===== src/rtl/mipi_rx_pkg.sv =====
// Shared definitions for the MIPI HS receive path: FSM states and byte-level constants.
package mipi_rx_pkg;

  localparam int BYTE_W = 8;
  localparam logic [BYTE_W-1:0] SYNC_WORD_DEFAULT = 8'hB8;

  typedef enum logic [2:0] {
    IDLE,
    SETTLE,
    SEARCH,
    ACTIVE,
    WAIT_EXIT
  } hsrx_state_e;

endpackage


===== src/rtl/hs_bit_aligner.sv =====
// Serial-to-parallel shift register with sync-word compare and byte bit counter.
// Bits enter at the MSB so the first line bit ends up at bit 0 of a byte.
module hs_bit_aligner
  import mipi_rx_pkg::*;
#(
  parameter logic [BYTE_W-1:0] SYNC_WORD = SYNC_WORD_DEFAULT
) (
  input  logic              clk_i,
  input  logic              rst_i,
  input  logic              shift_i,
  input  logic              count_i,
  input  logic              clear_i,
  input  logic              bit_i,
  output logic [BYTE_W-1:0] shift_d_o,
  output logic              match_o,
  output logic              byte_last_o
);

  logic [BYTE_W-1:0] shift_q;
  logic [BYTE_W-1:0] shift_d;
  logic [2:0]        bitCnt_q;

  assign shift_d     = {bit_i, shift_q[BYTE_W-1:1]};
  assign shift_d_o   = shift_d;
  assign match_o     = (shift_d == SYNC_WORD);
  assign byte_last_o = (bitCnt_q == 3'd7);

  // Shift one line bit in per enabled edge, oldest bits moving toward bit 0.
  always_ff @(posedge clk_i) begin
    if (rst_i) begin
      shift_q <= '0;
    end else if (shift_i) begin
      shift_q <= shift_d;
    end
  end

  // Position of the next bit within the current byte; wraps naturally after bit 7.
  always_ff @(posedge clk_i) begin
    if (rst_i) begin
      bitCnt_q <= '0;
    end else if (clear_i) begin
      bitCnt_q <= '0;
    end else if (count_i) begin
      bitCnt_q <= bitCnt_q + 3'd1;
    end
  end

endmodule


===== src/rtl/mipi_hsrx_ctrl.sv =====
// HS receive controller: settle wait, sync search with timeout, byte delivery
// and burst exit handling. All outputs are registered.
module mipi_hsrx_ctrl
  import mipi_rx_pkg::*;
#(
  parameter logic [BYTE_W-1:0] SYNC_WORD    = SYNC_WORD_DEFAULT,
  parameter int                SYNC_TIMEOUT = 32
) (
  input  logic              RxDDRClkHS,
  input  logic              RX_RST,
  input  logic              HS_REQ,
  input  logic [7:0]        SETTLE_CNT,
  input  logic              DRXHSP,
  output logic              HS_DESER_EN,
  output logic [BYTE_W-1:0] RxByteHS,
  output logic              RxValidHS,
  output logic              RxSyncHS,
  output logic              RxActiveHS,
  output logic              ErrSotSyncHS
);

  localparam int SEARCH_W = 16;

  hsrx_state_e         state_q;
  logic [7:0]          settleCnt_q;
  logic [7:0]          settleCnt_d;
  logic [SEARCH_W-1:0] searchCnt_q;
  logic [SEARCH_W-1:0] searchCnt_d;
  logic                deserEn_q;
  logic                active_q;
  logic                sync_q;
  logic                valid_q;
  logic                err_q;
  logic [BYTE_W-1:0]   byte_q;

  logic                sampleEn;
  logic                countEn;
  logic                matchRaw;
  logic                byteLast;
  logic                syncHit;
  logic                timeoutHit;
  logic                byteDone;
  logic [BYTE_W-1:0]   shiftNext;

  assign settleCnt_d = settleCnt_q + 8'd1;
  assign searchCnt_d = searchCnt_q + 16'd1;
  assign sampleEn    = (state_q == SEARCH) || (state_q == ACTIVE);
  assign countEn     = (state_q == ACTIVE);
  // A full byte must have been sampled in SEARCH before a match can count.
  assign syncHit     = (state_q == SEARCH) && HS_REQ && matchRaw &&
                       (searchCnt_q >= SEARCH_W'(BYTE_W - 1));
  assign timeoutHit  = ({16'd0, searchCnt_d} >= 32'(SYNC_TIMEOUT));
  // A byte completing on the exit edge is still delivered.
  assign byteDone    = countEn && byteLast;

  hs_bit_aligner #(
    .SYNC_WORD(SYNC_WORD)
  ) u_aligner (
    .clk_i      (RxDDRClkHS),
    .rst_i      (RX_RST),
    .shift_i    (sampleEn),
    .count_i    (countEn),
    .clear_i    (syncHit),
    .bit_i      (DRXHSP),
    .shift_d_o  (shiftNext),
    .match_o    (matchRaw),
    .byte_last_o(byteLast)
  );

  // Burst FSM with its counters and registered outputs; HS_REQ low always returns to IDLE.
  always_ff @(posedge RxDDRClkHS) begin
    if (RX_RST) begin
      state_q     <= IDLE;
      settleCnt_q <= '0;
      searchCnt_q <= '0;
      deserEn_q   <= 1'b0;
      active_q    <= 1'b0;
      sync_q      <= 1'b0;
      valid_q     <= 1'b0;
      err_q       <= 1'b0;
      byte_q      <= '0;
    end else begin
      sync_q  <= 1'b0;
      valid_q <= 1'b0;
      err_q   <= 1'b0;
      if (byteDone) begin
        byte_q  <= shiftNext;
        valid_q <= 1'b1;
      end
      if (!HS_REQ) begin
        state_q   <= IDLE;
        deserEn_q <= 1'b0;
        active_q  <= 1'b0;
      end else begin
        case (state_q)
          IDLE: begin
            state_q     <= SETTLE;
            settleCnt_q <= '0;
          end
          SETTLE: begin
            if (settleCnt_q == SETTLE_CNT) begin
              state_q     <= SEARCH;
              searchCnt_q <= '0;
              deserEn_q   <= 1'b1;
            end else begin
              settleCnt_q <= settleCnt_d;
            end
          end
          SEARCH: begin
            if (syncHit) begin
              state_q  <= ACTIVE;
              sync_q   <= 1'b1;
              active_q <= 1'b1;
            end else if (timeoutHit) begin
              state_q   <= WAIT_EXIT;
              err_q     <= 1'b1;
              deserEn_q <= 1'b0;
            end else begin
              searchCnt_q <= searchCnt_d;
            end
          end
          ACTIVE: begin
            state_q <= ACTIVE;
          end
          WAIT_EXIT: begin
            state_q <= WAIT_EXIT;
          end
          default: begin
            state_q <= IDLE;
          end
        endcase
      end
    end
  end

  assign HS_DESER_EN  = deserEn_q;
  assign RxByteHS     = byte_q;
  assign RxValidHS    = valid_q;
  assign RxSyncHS     = sync_q;
  assign RxActiveHS   = active_q;
  assign ErrSotSyncHS = err_q;

endmodule


===== config.mk =====
export PLATFORM = sky130hd
export DESIGN_NAME = mipi_hsrx_ctrl
export DESIGN_NICKNAME = d
export VERILOG_FILES = /design/src/rtl/mipi_rx_pkg.sv /design/src/rtl/hs_bit_aligner.sv /design/src/rtl/mipi_hsrx_ctrl.sv
export SDC_FILE = /design/constraint.sdc
export NUM_CORES = 1
export LEC_CHECK = 0
export ABC_AREA = 1
export CAP_MARGIN = 20
export CORE_MARGIN = 2
export CORE_UTILIZATION = 45
export DETAILED_ROUTE_END_ITERATION = 10
export HOLD_SLACK_MARGIN = 0.02
export PLACE_DENSITY = 0.65
export SLEW_MARGIN = 10
export SYNTH_ARGS = -nofsm -noshare
export SYNTH_HDL_FRONTEND = slang
export SYNTH_SLANG_ARGS = --single-unit

===== constraint.sdc =====
create_clock -name RxDDRClkHS -period 2.05 [get_ports RxDDRClkHS]
set_input_delay 0.41 -clock RxDDRClkHS [delete_from_list [all_inputs] [get_ports RxDDRClkHS]]
set_output_delay 0.41 -clock RxDDRClkHS [all_outputs]
set_load 0.005 [all_outputs]

* Word level (Yosys, flattened, before mapping) *
Cells that the tools add are included.

storage, ports and cells
  register bits after elaboration = 51
  output and inout port bits = 13
  input bits = 12

cells by class
  multiplexer cells = 17
  reductions and logical operators = 17
  add/sub/neg operators = 3
  bitwise operators = 2
  equality and inequality tests = 13
  order comparisons = 2

operators by type and width
  operator                                                                              count
  16-bit 2-to-1 mux                                                                     3
  16-bit case mux with 2 select lines                                                   1
  16-bit by 1-bit adder with 16-bit output, second input constant                       1
  16-bit by 3-bit greater-or-equal comparator with 1-bit output, second input constant  1
  16-bit by 6-bit greater-or-equal comparator with 1-bit output, second input constant  1
  8-bit case mux with 2 select lines                                                    1
  3-bit case mux with 5 select lines                                                    1
  2-bit inequality test, second input constant                                          5
  3-bit 2-to-1 mux                                                                      3
  8-bit by 1-bit adder with 8-bit output, second input constant                         1
  8-bit == test                                                                         1
  8-bit == test, second input constant                                                  1
  8-bit 2-to-1 mux                                                                      1
  3-bit by 2-bit == test with 1-bit output, second input constant                       2
  3-bit == test, second input constant                                                  2
  1-bit 2-to-1 mux                                                                      6
  5-bit AND reduction                                                                   1
  1-bit logical AND                                                                     4
  2-bit AND reduction                                                                   2
  4-bit AND reduction                                                                   1
  2-bit nonzero test                                                                    2
  2-bit OR reduction                                                                    2
  4-bit OR reduction                                                                    1
  3-bit by 1-bit adder with 3-bit output, second input constant                         1
  8 further kinds                                                                       9

* Logic depth before layout (Yosys ltp) *
  word-level depth = 6
  gate-level depth with buffers = 15

* Hierarchy *
A second synthesis with hierarchy kept.

second synthesis, totals
  cell total of the unflattened synthesis = 389
  area, all modules = 2646.3 µm²

by module, submodules not included
  module          times used  sequential area each (µm²)  area each (µm²)  cells an instance
  mipi_hsrx_ctrl  1           800.8                       2233.4           331
  hs_bit_aligner  1           200.2                       412.9            58

* Worst setup path after synthesis *
Ideal clock, no wire load.

  kind = register -> register
  start = reg searchCnt_q[0]
  end = reg searchCnt_q[11]
  period minus slack after synthesis = 1.835 ns
  cell stages (with the launch flop) = 13
  setup time = 0.129 ns
  data required time = 1.921 ns
  path slack = 0.215 ns
  arrival time = 1.706 ns
  cell sequence = dfxtp_1 -> ha_1 -> nand2_1 -> nand3_1 -> nor3_1 -> nand3_1 -> nand2_1 -> nand2_1 -> nor2_4 -> nand2_1 -> buf_6 -> nand2_1 -> nor2_1

on the way
  longest elaborated chain between the ends = 4
  elaborated cells between the ends (all ways) = 10
  classes of those cells = 1 x add/sub; 2 x order compare; 2 x eq/ne; 3 x mux; 2 x reduce/logical

ends and longest elaborated chain
  what                                                                                                                       RTL line                                    source
  start, declared                                                                                                            mipi_hsrx_ctrl.sv:27                        logic [SEARCH_W-1:0] searchCnt_q;
  start signal, assigned                                                                                                     mipi_hsrx_ctrl.sv:119                       searchCnt_q <= searchCnt_d;
  16-bit by 1-bit adder with 16-bit output or 16-bit by 3-bit greater-or-equal comparator with 1-bit output (tied branches)  mipi_hsrx_ctrl.sv:46, mipi_hsrx_ctrl.sv:51
  16-bit by 6-bit greater-or-equal comparator with 1-bit output, or another cell as far along                                mipi_hsrx_ctrl.sv:52                        assign timeoutHit = ({16'd0, searchCnt_d} >= 32'(SYNC_TIMEOUT));
  2-bit inequality test (no line) or 16-bit 2-to-1 mux (tied branches)                                                       -
  5-bit AND reduction (no line) or 16-bit case mux with 2 select lines (tied branches)                                       -

Parallel ways exist; a longest one is shown, timed or not. The select of a mux whose other input is x is not followed.
A chain may end at the register's enable or synchronous reset.

* Final worst setup path *
  start = reg searchCnt_q[0]
  end = reg searchCnt_q[15]

Same word-level chain as after synthesis.

==> impl_metrics.py <==
metrics = {
    "pwr": {
        "ir_drop_v": 0.0004071,
        "leakagePower_nw": 1.258,
        "p_per_area_nw_per_um2": 597.1,
    },
    "synthesis": {
        "synthTopCellsByArea": "dfxtp_1 38%, nand2_1 16%, nor2_1 8.0%, inv_1 6.2%, nand3_1 5.7%",
        "synth.avg_cell_area_um2": 6.688,
        "yosysMostFrequentCell": "nand2_1",
        "synth_top_cell_area_share_pct": 38.28,
        "synth_edf_count": 0,
        "ys_async_sr_fraction_pct": 0,
        "synth_ff_type": "dfxtp_1",
        "ys_ff_latch": 50,
        "yosysUniqueCellTypes": 30,
        "ys_seq_area_share_pct": 38.28,
        "synth_commonest_cells": "109 x nand2_1, 56 x nor2_1, 50 x dfxtp_1",
        "yosysTopAreaCell": "dfxtp_1",
        "yosysWarnings": 0,
        "netlist_instances": 391,
        "synth_area_um2": 2615,
        "synth_fp_nets": 408,
    },
    "sta": {
        "min_period_over_period_pct": 91.64,
        "slew_headroom_pct": 75.10,
        "worst_slew_pin_slew_ns": 0.3728,
        "fin_crit_ns": 1.879,
        "finalWorstSetupSlack_ns": 0.1714,
        "setup_viol_count_final": 0,
        "slew_viol_final": 0,
        "hold_viol": 0,
        "fin_skew_ns": 0.006617,
        "fin_hold_ws_ns": 0.4625,
        "fmax_ghz": 0.5323,
    },
    "clocking": {
        "cts_root_buffer": "clkbuf_8",
        "cts_setup_buffers": 0,
        "cts_hold_buf": 0,
        "h-tree-depth": 2,
        "cts_buffers": 5,
        "insertion_delay_ns": 0.30,
        "path_clk_slew_ns": 0.09,
        "clock_path_buffers": 2,
        "cts_num_sinks": 50,
        "cts_tree": "yes",
    },
    "detailed_routing": {
        "highest_layer": "met4",
        "wl_met2_um": 2710,
        "route.met3.wl_um": 125,
        "postRouteAntennaNets": 0,
        "drc": 0,
        "m1WireLength_um": 2885,
        "routedWlPerCell_um": 11.48,
        "vias_per_cell": 4.964,
        "drt_pre_antenna_iters": 4,
        "drtIter0Drc": 81,
        "num_vias": 2502,
        "drt-total-wl_um": 5784,
    },
    "critical_path": {
        "cp_data_arrival_time_ns": 2.08,
        "crit_required_ns": 2.25,
        "worst_setup_path_start_kind": "flip-flop",
        "crit_type": "flip-flop to flip-flop",
        "path_cells": "ha_4 > nand3_4 > nor2_4 > nand2_1 > nand2_1 > nand2_1 > nor2_1 > nand2_1 > nor2_2 > nand2_2 > nand2_2 > nand2_1 > buf_4 > nand2_1 > nor2_1",
        "worst_path_largest_cell_delay_ns": 0.36,
        "crit_fanout": 9,
        "worst_setup_path_end_kind": "flip-flop",
        "reg2reg_depth": 15,
        "crit_path_frequent_cell": "nand2_1",
        "crit_slowest_cell": "dfxtp_2",
    },
    "floorplan": {
        "die_area_um2": 6437,
        "io-pin-count": 25,
        "die_w_um": 80.23,
        "die_h_um": 80.23,
        "core_area_um2": 5574,
        "fp-row-count": 27,
        "start_util_pct": 46.91,
    },
    "flow_run": {
        "maxCapViolCount": 0,
    },
    "place": {
        "pre_cts_ws_ns": -0.06079,
        "postPlaceCellArea_um2": 3023,
        "io_buffers": 24,
        "dp_hpwl_um": 4324,
        "gp_congestion": 0.7957,
    },
    "global_route": {
        "grtUsageTotal_pct": 19.56,
        "first_global_vias": 2263,
        "grt_max_degree": 18,
        "grt-ovfl-total": 0,
        "antenna_found_initial": 0,
        "grt_pass1_wl_um": 9998,
    },
    "cells_and_area": {
        "drive_gt1_share_pct": 10.42,
        "fin_nets": 448,
        "final_cell_area_um2": 3179,
        "area_growth_pct": 21.58,
        "fillCellCount": 585,
        "antennaDiodeCount": 0,
    },
    "hold_path": {
        "hold_class": "flip-flop to flip-flop",
        "min_path_cells": 2,
    },
    "run_status": {
        "outcome": "finished clean",
    },
}
==> flip-flops by register name (all words and copies together) (netlist names), 3 cells and up <==
signal	count
searchCnt_q	16
state_q	3
u_aligner.shift_q	7
settleCnt_q	8
u_aligner.bitCnt_q	3
RxByteHS	8
==> final cells by class <==
class | count | area [µm²] | share of cell area, %
clock buffer | 6 | 72.57 | 2.283
clock inverter | 2 | 37.54 | 1.181
inverter | 43 | 161.4 | 5.077
multi-input combinational | 290 | 1439 | 45.26
sequential | 50 | 1007 | 31.68
tap | 72 | 90.09 | 2.834
timing repair buffer | 41 | 371.6 | 11.69
==> metal layers <==
| metal | vias up | track usage, % |
|---|---|---|
| li1 | 1334 | - |
| met4 | 0 | 6.102 |
| met1 | 1139 | 24.91 |
| met5 | - | 0 |
| met3 | 5 | 3.820 |
| met2 | 24 | 33.25 |
==> layout by cell type, fill, tap and decap left out, types with 4 or more instances in the layout <==
| cell type | netlist | final |
|---|---|---|
| ha_1 | 5 | 4 |
| dfxtp_1 | 50 | 45 |
| clkdlybuf4s50_1 | 0 | 24 |
| o21ai_0 | 12 | 12 |
| nand2_1 | 109 | 108 |
| nand4_1 | 8 | 8 |
| dfxtp_2 | 0 | 5 |
| xnor2_1 | 8 | 8 |
| clkbuf_8 | 0 | 5 |
| a21oi_1 | 25 | 25 |
| nand3_1 | 30 | 30 |
| nor2_4 | 4 | 4 |
| xor2_1 | 5 | 5 |
| buf_4 | 0 | 16 |
| nor2_1 | 56 | 55 |
| inv_1 | 43 | 43 |
| nor3_1 | 8 | 8 |
==> metrics by stage <==
step | TNS [ns] | util (%) | std cells | power [W]
2_1_floorplan | 0 | - | 391 | 0.001151
3_3_place_gp | -0.1256 | 54.23 | 495 | 0.001226
3_5_place_dp | -0.9212 | 54.23 | 495 | 0.001229
4_1_cts | 0 | 56.21 | 503 | 0.001917
5_1_grt | -0.002203 | 57.04 | 504 | 0.001988
6_report | 0 | 57.04 | 504 | 0.001898
==> kinds of logic after synthesis <==
group                      synth area share, %
and+or+nand+nor                          37.89
AOI/OAI and AO/OA                        8.996
DFF                                      38.28
buffers and inverters                    8.086
adders and majority gates                2.392
xor gates and xnor gates                 4.354
==> repair_timing <==
item / CTS / global route
hold endpoints to repair: 0 / 0
setup endpoints to repair: 0 / 19
gates resized for setup: 0 / 12
==> path summary, 6_finish.rpt <==
| kind | from | endpoint | slack (ns) |
|---|---|---|---|
| max | searchCnt_q[0]$_SDFFE_PP0P_ | searchCnt_q[15]$_SDFFE_PP0P_ | 0.17 |
| min reg2reg | HS_DESER_EN$_SDFFE_PP0P_ | HS_DESER_EN$_SDFFE_PP0P_ | 0.46 |
| max reg2reg | searchCnt_q[0]$_SDFFE_PP0P_ | searchCnt_q[15]$_SDFFE_PP0P_ | 0.17 |
| min | HS_DESER_EN$_SDFFE_PP0P_ | HS_DESER_EN$_SDFFE_PP0P_ | 0.46 |
==> report_power, final <==
group | leakage, nW | switching, W | internal, W
clock network | 0.0514 | 0.000324 | 0.000364
registers | 0.407 | 0.0000234 | 0.000993
logic | 0.799 | 0.000108 | 0.0000858
total | 1.26 | 0.000455 | 0.00144
==> worst max-delay path, delay by kind of cell (launching register included) <==
kind,cells,cell delay (ns)
buffers and inverters,1,0.16
DFF,1,0.36
adders and majority gates,1,0.16
and+or+nand+nor,13,1.10
No activity file was read; power rests on OpenSTA's default activity.
